`src/rtl/vram_sys_arb_pkg.sv`:
```
`default_nettype none
// ============================================================================
//  Module   : vram_sys_arb_pkg
//  Purpose  : Shared system constants and types for the VRAM system-port
//             arbiter: word/address widths, requester ids, read-tag record.
//  Revision : 1.0  initial release
// ============================================================================
package vram_sys_arb_pkg;

  // Machine word / vram data width and vram word-address width
  localparam int WORD       = 32;
  localparam int VRAM_ADDRW = 14;

  // Requester identifiers
  typedef enum logic {
    PORT_CPU = 1'b0,
    PORT_GFX = 1'b1
  } port_e;

  // In-flight read tag: one entry per pipeline stage
  typedef struct packed {
    logic  valid;
    port_e port;
  } rd_tag_t;

  // One-hot grant vector for a requester id
  function automatic logic [1:0] port_onehot(input port_e p);
    return (p == PORT_GFX) ? 2'b10 : 2'b01;
  endfunction

endpackage
`default_nettype wire

```
`src/rtl/arb_rr2.sv`:
```
`default_nettype none
// ============================================================================
//  Module   : arb_rr2
//  Purpose  : Two-way round-robin grant with lock override. A locked port
//             that is still valid keeps the grant; otherwise the port not
//             granted most recently wins contention, and a sole requester
//             always wins.
//  Revision : 1.0  initial release
// ============================================================================
module arb_rr2
  import vram_sys_arb_pkg::*;
(
  input  logic [1:0] valid,
  input  logic       lock,
  input  logic       last,
  output logic [1:0] grant
);

  // Grant selection: lock first, then round-robin, then sole requester
  always_comb begin
    grant = 2'b00;
    if (lock && valid[last]) begin
      grant = port_onehot(port_e'(last));
    end else if (valid == 2'b11) begin
      grant = port_onehot(port_e'(~last));
    end else begin
      grant = valid;
    end
  end

endmodule
`default_nettype wire

```
`src/rtl/vram_sys_arb.sv`:
```
`default_nettype none
// ============================================================================
//  Module   : vram_sys_arb
//  Purpose  : Arbitrates the cpu (port 0) and gfx (port 1) requesters onto
//             the single vram system port. One beat per cycle is registered
//             onto the vram side; reads are tracked by a tag pipeline so the
//             response lands on the issuing port 1+VRAM_LAT cycles later.
//  Revision : 1.0  initial release
// ============================================================================
module vram_sys_arb #(
  parameter int WORD     = vram_sys_arb_pkg::WORD,
  parameter int ADDRW    = vram_sys_arb_pkg::VRAM_ADDRW,
  parameter int VRAM_LAT = 2
) (
  input  logic             clk_sys,
  input  logic             rst_sys_n,
  // requester 0 (cpu)
  input  logic             req0_valid,
  output logic             req0_ready,
  input  logic [WORD-1:0]  req0_wmask,
  input  logic [ADDRW-1:0] req0_addr,
  input  logic [WORD-1:0]  req0_din,
  input  logic             req0_lock,
  output logic             rsp0_valid,
  output logic [WORD-1:0]  rsp0_data,
  // requester 1 (gfx)
  input  logic             req1_valid,
  output logic             req1_ready,
  input  logic [WORD-1:0]  req1_wmask,
  input  logic [ADDRW-1:0] req1_addr,
  input  logic [WORD-1:0]  req1_din,
  input  logic             req1_lock,
  output logic             rsp1_valid,
  output logic [WORD-1:0]  rsp1_data,
  // vram system port
  output logic [WORD-1:0]  vram_wmask,
  output logic [ADDRW-1:0] vram_addr,
  output logic [WORD-1:0]  vram_din,
  input  logic [WORD-1:0]  vram_dout
);

  import vram_sys_arb_pkg::*;

  logic [1:0]       w_valid;
  logic [1:0]       w_grant;
  logic             w_hs;
  logic             w_sel;
  logic [WORD-1:0]  w_wmask;
  logic [ADDRW-1:0] w_addr;
  logic [WORD-1:0]  w_din;
  logic             w_lock;
  rd_tag_t          w_new_tag;
  rd_tag_t          w_rsp_tag;

  logic             r_last;
  logic             r_lock;
  logic [WORD-1:0]  r_vram_wmask;
  logic [ADDRW-1:0] r_vram_addr;
  logic [WORD-1:0]  r_vram_din;
  rd_tag_t [VRAM_LAT:0] r_tag;

  assign w_valid = {req1_valid, req0_valid};

  arb_rr2 u_arb (
    .valid (w_valid),
    .lock  (r_lock),
    .last  (r_last),
    .grant (w_grant)
  );

  // Ready is the grant itself, suppressed while reset is asserted
  assign req0_ready = w_grant[0] & rst_sys_n;
  assign req1_ready = w_grant[1] & rst_sys_n;
  assign w_hs       = req0_ready | req1_ready;
  assign w_sel      = w_grant[1];

  // Beat selection from the granted port
  always_comb begin
    w_wmask = req0_wmask;
    w_addr  = req0_addr;
    w_din   = req0_din;
    w_lock  = req0_lock;
    if (w_sel) begin
      w_wmask = req1_wmask;
      w_addr  = req1_addr;
      w_din   = req1_din;
      w_lock  = req1_lock;
    end
  end

  // Round-robin pointer and lock: a lock lasts exactly one beat and lapses
  // in any cycle without a handshake
  always_ff @(posedge clk_sys) begin
    if (!rst_sys_n) begin
      r_last <= 1'b1;
      r_lock <= 1'b0;
    end else if (w_hs) begin
      r_last <= w_sel;
      r_lock <= w_lock;
    end else begin
      r_lock <= 1'b0;
    end
  end

  // Registered vram beat; idle cycles issue a harmless read (mask 0)
  always_ff @(posedge clk_sys) begin
    if (!rst_sys_n) begin
      r_vram_wmask <= '0;
      r_vram_addr  <= '0;
      r_vram_din   <= '0;
    end else if (w_hs) begin
      r_vram_wmask <= w_wmask;
      r_vram_addr  <= w_addr;
      r_vram_din   <= w_din;
    end else begin
      r_vram_wmask <= '0;
    end
  end

  assign vram_wmask = r_vram_wmask;
  assign vram_addr  = r_vram_addr;
  assign vram_din   = r_vram_din;

  // Only accepted reads enter the tag pipeline; writes never respond
  always_comb begin
    w_new_tag       = '0;
    w_new_tag.valid = w_hs && (w_wmask == '0);
    w_new_tag.port  = port_e'(w_sel);
  end

  // Tag shift register: stage k holds reads issued k+1 cycles ago
  always_ff @(posedge clk_sys) begin
    if (!rst_sys_n) begin
      r_tag <= '0;
    end else begin
      r_tag[0] <= w_new_tag;
      for (int i = 1; i <= VRAM_LAT; i++) begin
        r_tag[i] <= r_tag[i-1];
      end
    end
  end

  // Response steering: vram_dout is valid while the oldest tag is at the end
  assign w_rsp_tag  = r_tag[VRAM_LAT];
  assign rsp0_valid = rst_sys_n & w_rsp_tag.valid & (w_rsp_tag.port == PORT_CPU);
  assign rsp1_valid = rst_sys_n & w_rsp_tag.valid & (w_rsp_tag.port == PORT_GFX);
  assign rsp0_data  = rsp0_valid ? vram_dout : '0;
  assign rsp1_data  = rsp1_valid ? vram_dout : '0;

endmodule
`default_nettype wire
```
`config.mk`:
```
export PLATFORM = sky130hd
export DESIGN_NAME = vram_sys_arb
export DESIGN_NICKNAME = d
export VERILOG_FILES = /design/src/rtl/vram_sys_arb_pkg.sv /design/src/rtl/arb_rr2.sv /design/src/rtl/vram_sys_arb.sv
export SDC_FILE = /design/constraint.sdc
export NUM_CORES = 1
export LEC_CHECK = 0
export ABC_CLOCK_PERIOD_IN_PS = 1400
export CORE_AREA = 2 2 132 134
export CTS_CLUSTER_DIAMETER = 30
export DETAILED_ROUTE_END_ITERATION = 12
export DIE_AREA = 0 0 134 136
export PLACE_DENSITY = 0.66
export SYNTH_ARGS = -nofsm -noshare
export SYNTH_HDL_FRONTEND = slang
export SYNTH_SLANG_ARGS = --single-unit
export TNS_END_PERCENT = 30
```
`constraint.sdc`:
```
create_clock -name clk_sys -period 1.4 [get_ports clk_sys]
set_input_delay 0.21 -clock clk_sys [delete_from_list [all_inputs] [get_ports clk_sys]]
set_output_delay 0.21 -clock clk_sys [all_outputs]
set_load 0.02 [all_outputs]
```
Word level (Yosys, flattened, before mapping):

Cells that the tools add are included.

* register bits: 86
* bits of input ports: 194
* word-level logic and storage cells: 36

* magnitude comparators: 1
* equal/unequal tests: 1
* muxes and demuxes: 12
* bitwise gates (word level): 7
* reduce and logical (&&, ||, !) cells: 4

Operators by type and width (count)
* two-way mux 32 bit: 4
* zero test 32 bit: 1
* two-way mux 14 bit: 1
* two-way mux 2 bit: 4
* bitwise AND 1 bit: 5
* two-way mux 1 bit: 3
* equality test 2 bit, second input constant: 1
* logical AND 1 bit: 2
* less-than comparator 1 x 2 -> 1 bit, second input constant: 1
* AND reduction 2 bit: 1
* NOT 1 bit: 1
* bitwise OR 1 bit: 1

Longest topological paths before layout:

* depth in word-level cells: 7
* depth in mapped cells: 7

By module:

Synthesis repeated with hierarchy kept, for this count alone.

* cells, all modules: 476
* area total of the unflattened synthesis: 4132.7 sq um

Modules (own cells, without submodules)
* vram_sys_arb: instances 1, cells an instance 472, area each 4107.7 sq um
* arb_rr2: instances 1, cells an instance 4, area each 25.0 sq um

Worst setup path after synthesis:

OpenSTA, ideal clock, no wires.

* kind: register -> output
* from: register r_last
* to: output req1_ready
* arrival: 1.325 ns
* setup slack: -0.135 ns
* cell stages (with the launch flop): 5
* path buffers: 1
* path through: dfxtp_1 > xor2_1 > a21oi_2 > clkbuf_1 > and2_1

* word-level cells in the longest chain between the ends: 5

Ends and longest elaborated chain
* start, declared: line vram_sys_arb.sv:55 `logic r_last;`
* start signal, assigned: line vram_sys_arb.sv:98 `r_last <= w_sel;`
* two-way mux 1 bit (not written as such) (2 in a row): line arb_rr2.sv:22 `if (lock && valid[last]) begin`
* logical AND 1 bit: line arb_rr2.sv:22
* two-way mux 2 bit *: line arb_rr2.sv:22
* bitwise AND 1 bit *: line vram_sys_arb.sv:73 `assign req1_ready = w_grant[1] & rst_sys_n;`
* end, declared: line vram_sys_arb.sv:28 `output logic req1_ready,`

Mark *: on every way between the ends. The rest lies on a longest branch, timed or not. The select of a mux whose other input is x is not followed.

Worst setup path in the final report:

* from: register r_tag[5] (netlist name)
* to: output rsp0_data[12]

* word-level cells in the longest chain between the ends: 3

Ends and longest elaborated chain
* start, declared: line vram_sys_arb.sv:60 `rd_tag_t [VRAM_LAT:0] r_tag;`
* start signal, assigned by index: line vram_sys_arb.sv:138 `r_tag[i] <= r_tag[i-1];`
* bitwise AND 1 bit (2 in a row): line vram_sys_arb.sv:145 `assign rsp0_valid = rst_sys_n & w_rsp_tag.valid & (w_rsp_tag.port == PORT_CPU);`
* two-way mux 32 bit: line vram_sys_arb.sv:147 `assign rsp0_data = rsp0_valid ? vram_dout : '0;`
* end, declared: line vram_sys_arb.sv:25 `output logic [WORD-1:0] rsp0_data,`

No other way between the ends.

==> results <==
[final cells by class]
class	count	area (µm²)	area share (%)
antenna	3	7.51	0.0818
clock buffer	12	267	2.90
clock inverter	4	52.6	0.573
inverter	2	7.51	0.0818
multi-input combinational	389	2400	26.2
sequential	86	1730	18.8
tap	225	282	3.07
timing repair buffer	398	4430	48.2
[where the power goes]
part | internal (W) | switching (W)
Sequential | 0.00265 | 0.0000818
Clock | 0.00154 | 0.00106
Combinational | 0.00119 | 0.00104
Total | 0.00538 | 0.00217
[final timing paths]
kind | to | slack [ns] | depth (start not counted)
hold / removal | vram_addr[12]$_SDFFE_PN0P_ | 0.34 | 4
setup reg to reg | vram_addr[9]$_SDFFE_PN0P_ | -0.19 | 8
hold reg to reg | r_tag[4]$_SDFF_PN0_ | 0.43 | 1
setup / recovery | rsp0_data[12] | -0.22 | 6
[sequential cells by signal, summed over array words and instances (netlist names)]
register and count:
r_last 1, r_lock 1, r_tag 6, vram_addr 14, vram_din 32, vram_wmask 32
[through the flow]
stage	power [W]	hold slack [ns]	utilization, %	setup TNS, ns	cell area, µm²
after floorplan	0.00365	0.344	-	-0.0571	4120
after global placement	0.00492	0.415	47.8	-52.15	8060
after detailed placement	0.00494	0.419	47.8	-51.64	8060
after CTS	0.00756	0.335	50.2	-30.58	8470
after global routing	0.00792	0.363	54.3	-27.93	9170
final	0.00756	0.342	54.4	-19.03	9180
[routing by layer]
layer	vias to the layer above	GRT usage, %	wire (µm)
met5	-	0	0
met4	0	6.38	457
met3	26	8.05	1720
met2	246	34.0	9850
met1	2315	21.4	7380
li1	2498	-	-
[cell families after synthesis]
group	synth area share [%]
AOI/OAI and AO/OA	26.7
xor gates and xnor gates	0.213
buffers and inverters	5.89
DFF	41.8
and+or+nand+nor	25.4
[placed cells by master, fill, tap and decap left out, drive strengths merged]
cell type      Yosys  layout
and3               1       1
o211ai             1       1
nand4              4       4
clkinv             0       2
bufinv             0       1
inv                2       3
a21boi             1       1
nor2               1       1
nor4              16      16
nand2            114     114
or3                2       2
dfxtp             86      86
diode              0       3
o21ai             48      48
a21oi            128     128
dlymetal6s2s       0      78
clkdlybuf4s50      0     192
or2b               1       1
buf               24     121
a21o               1       1
xor2               1       1
clkbuf            18      19
and2              70      70
[worst max-delay path: stages, from the launching register on]
cell and delay [ns]:
dfxtp_2 0.33, nand2_2 0.06, nor2_4 0.12, buf_12 0.14, clkbuf_16 0.15, and2_1 0.13, buf_6 0.11
[what timing repair did]
| item | in CTS | in global routing |
|---|---|---|
| hold buffers | 0 | 0 |
| endpoints found under the setup margin | 227 | 227 |
| resized for setup | 354 | 222 |
| gates cloned | 0 | 8 |
| pin swaps | 4 | 37 |
| buffers inserted | 0 | 1 |
==> results.py <==
metrics = {
    "global_routing": {
        "grt_pass1_wl_um": 27100,
        "grt.overflow.total": 0,
        "antenna_found_initial": 3,
        "grt_pass1_vias": 4879,
        "grt_use_total_pct": 19.4,
        "grt_max_degree": 38,
    },
    "clock_tree": {
        "clock_sinks": 86,
        "clkTransAtPathRegs_ns": 0.07,
        "clock_latency_ns": 0.34,
        "cts_max_level": 3,
        "cts_tree": "done",
        "clockBufferDepth": 2,
        "root_buffer": "clkbuf_16",
        "numCtsBuffers": 9,
    },
    "yosys": {
        "synth_top_flop_cell": "dfxtp_1",
        "synth.largest_area_cell": "dfxtp_1",
        "synth_common_cells": "104 x nand2_1, 86 x dfxtp_1, 77 x a21oi_1",
        "synthCells": 519,
        "async_flop_share_pct": 0,
        "synth_warnings": 0,
        "seq_area_frac_synth_pct": 41.8,
        "synthesis.area_um2": 4120,
        "synth_nets": 713,
        "synth.most_common_cell": "nand2_1",
        "synth.top_cell.area_share_pct": 41.8,
        "synth_area_leaders": "dfxtp_1 42%, a21oi_2 11%, and2_1 11%",
        "synth_edf_count": 0,
        "synth_cell_types": 25,
        "avgSynthCellArea_um2": 7.94,
        "synth_seq_cells": 86,
    },
    "route": {
        "post_drt_via_cell_ratio": 4.54,
        "avgRoutedWirePerCell_um": 17.3,
        "antenna_left": 0,
        "drc": 0,
        "wl_um": 19400,
        "first_pass_iters": 4,
        "vias": 5085,
        "drtIter0Drc": 194,
    },
    "setup_path": {
        "critPathLaunchType": "flop",
        "worstPathRequired_ns": 1.19,
        "worstPathArrival_ns": 1.41,
        "crit_start": "r_tag[5]$_SDFF_PN0_",
        "r2r-start": "r_last$_SDFFE_PN1P_",
        "critPathCaptureType": "primary output",
        "crit_type": "flop to primary output",
        "crit_fanout": 8,
    },
    "placed_design": {
        "hpwlAfterDp_um": 14200,
        "dp.cells": 1091,
        "post-place-ws_ns": -0.535,
        "numPortBuffers": 339,
        "routabilityCongestion": 0.877,
    },
    "layout": {
        "layout.nets": 1080,
        "fill_cells": 1543,
        "layout.cells.non_filler": 1119,
        "area_delta_synth_final_pct": 123,
        "drive_gt1_share_pct": 30.9,
    },
    "sta": {
        "grt_setup_unrepaired": "yes",
        "fin_ws_ns": -0.216,
        "fin_worst_skew_ns": 0.00663,
        "hold_violations": 0,
        "fmax_mhz": 619,
        "finalCritPeriodShare_pct": 115,
        "tightestPinTransition_ns": 0.325,
        "slew_viol_final": 0,
        "min_period_ns": 1.62,
        "slew_headroom_pct": 78.2,
        "setup_viol": 139,
    },
    "worst_hold_path": {
        "hp-start": "rst_sys_n",
        "hp-class": "input pin to flop",
    },
    "run_status": {
        "violations": "setup timing",
        "outcome": "complete, but fails checks",
    },
    "die": {
        "core-area_um2": 16900,
        "start_util_pct": 24.4,
        "rows": 48,
        "die_w_um": 134,
        "fp.dieH_um": 136,
        "ios": 340,
        "fp.dieArea_um2": 18200,
    },
    "run": {
        "maxCapViolCount": 0,
    },
    "power_and_ir_drop": {
        "vdd_drop_max_uv": 517,
        "powerDensity_nw_per_um2": 823,
        "leakage_nw": 4.70,
    },
}
(Power assumes the default switching activity.)
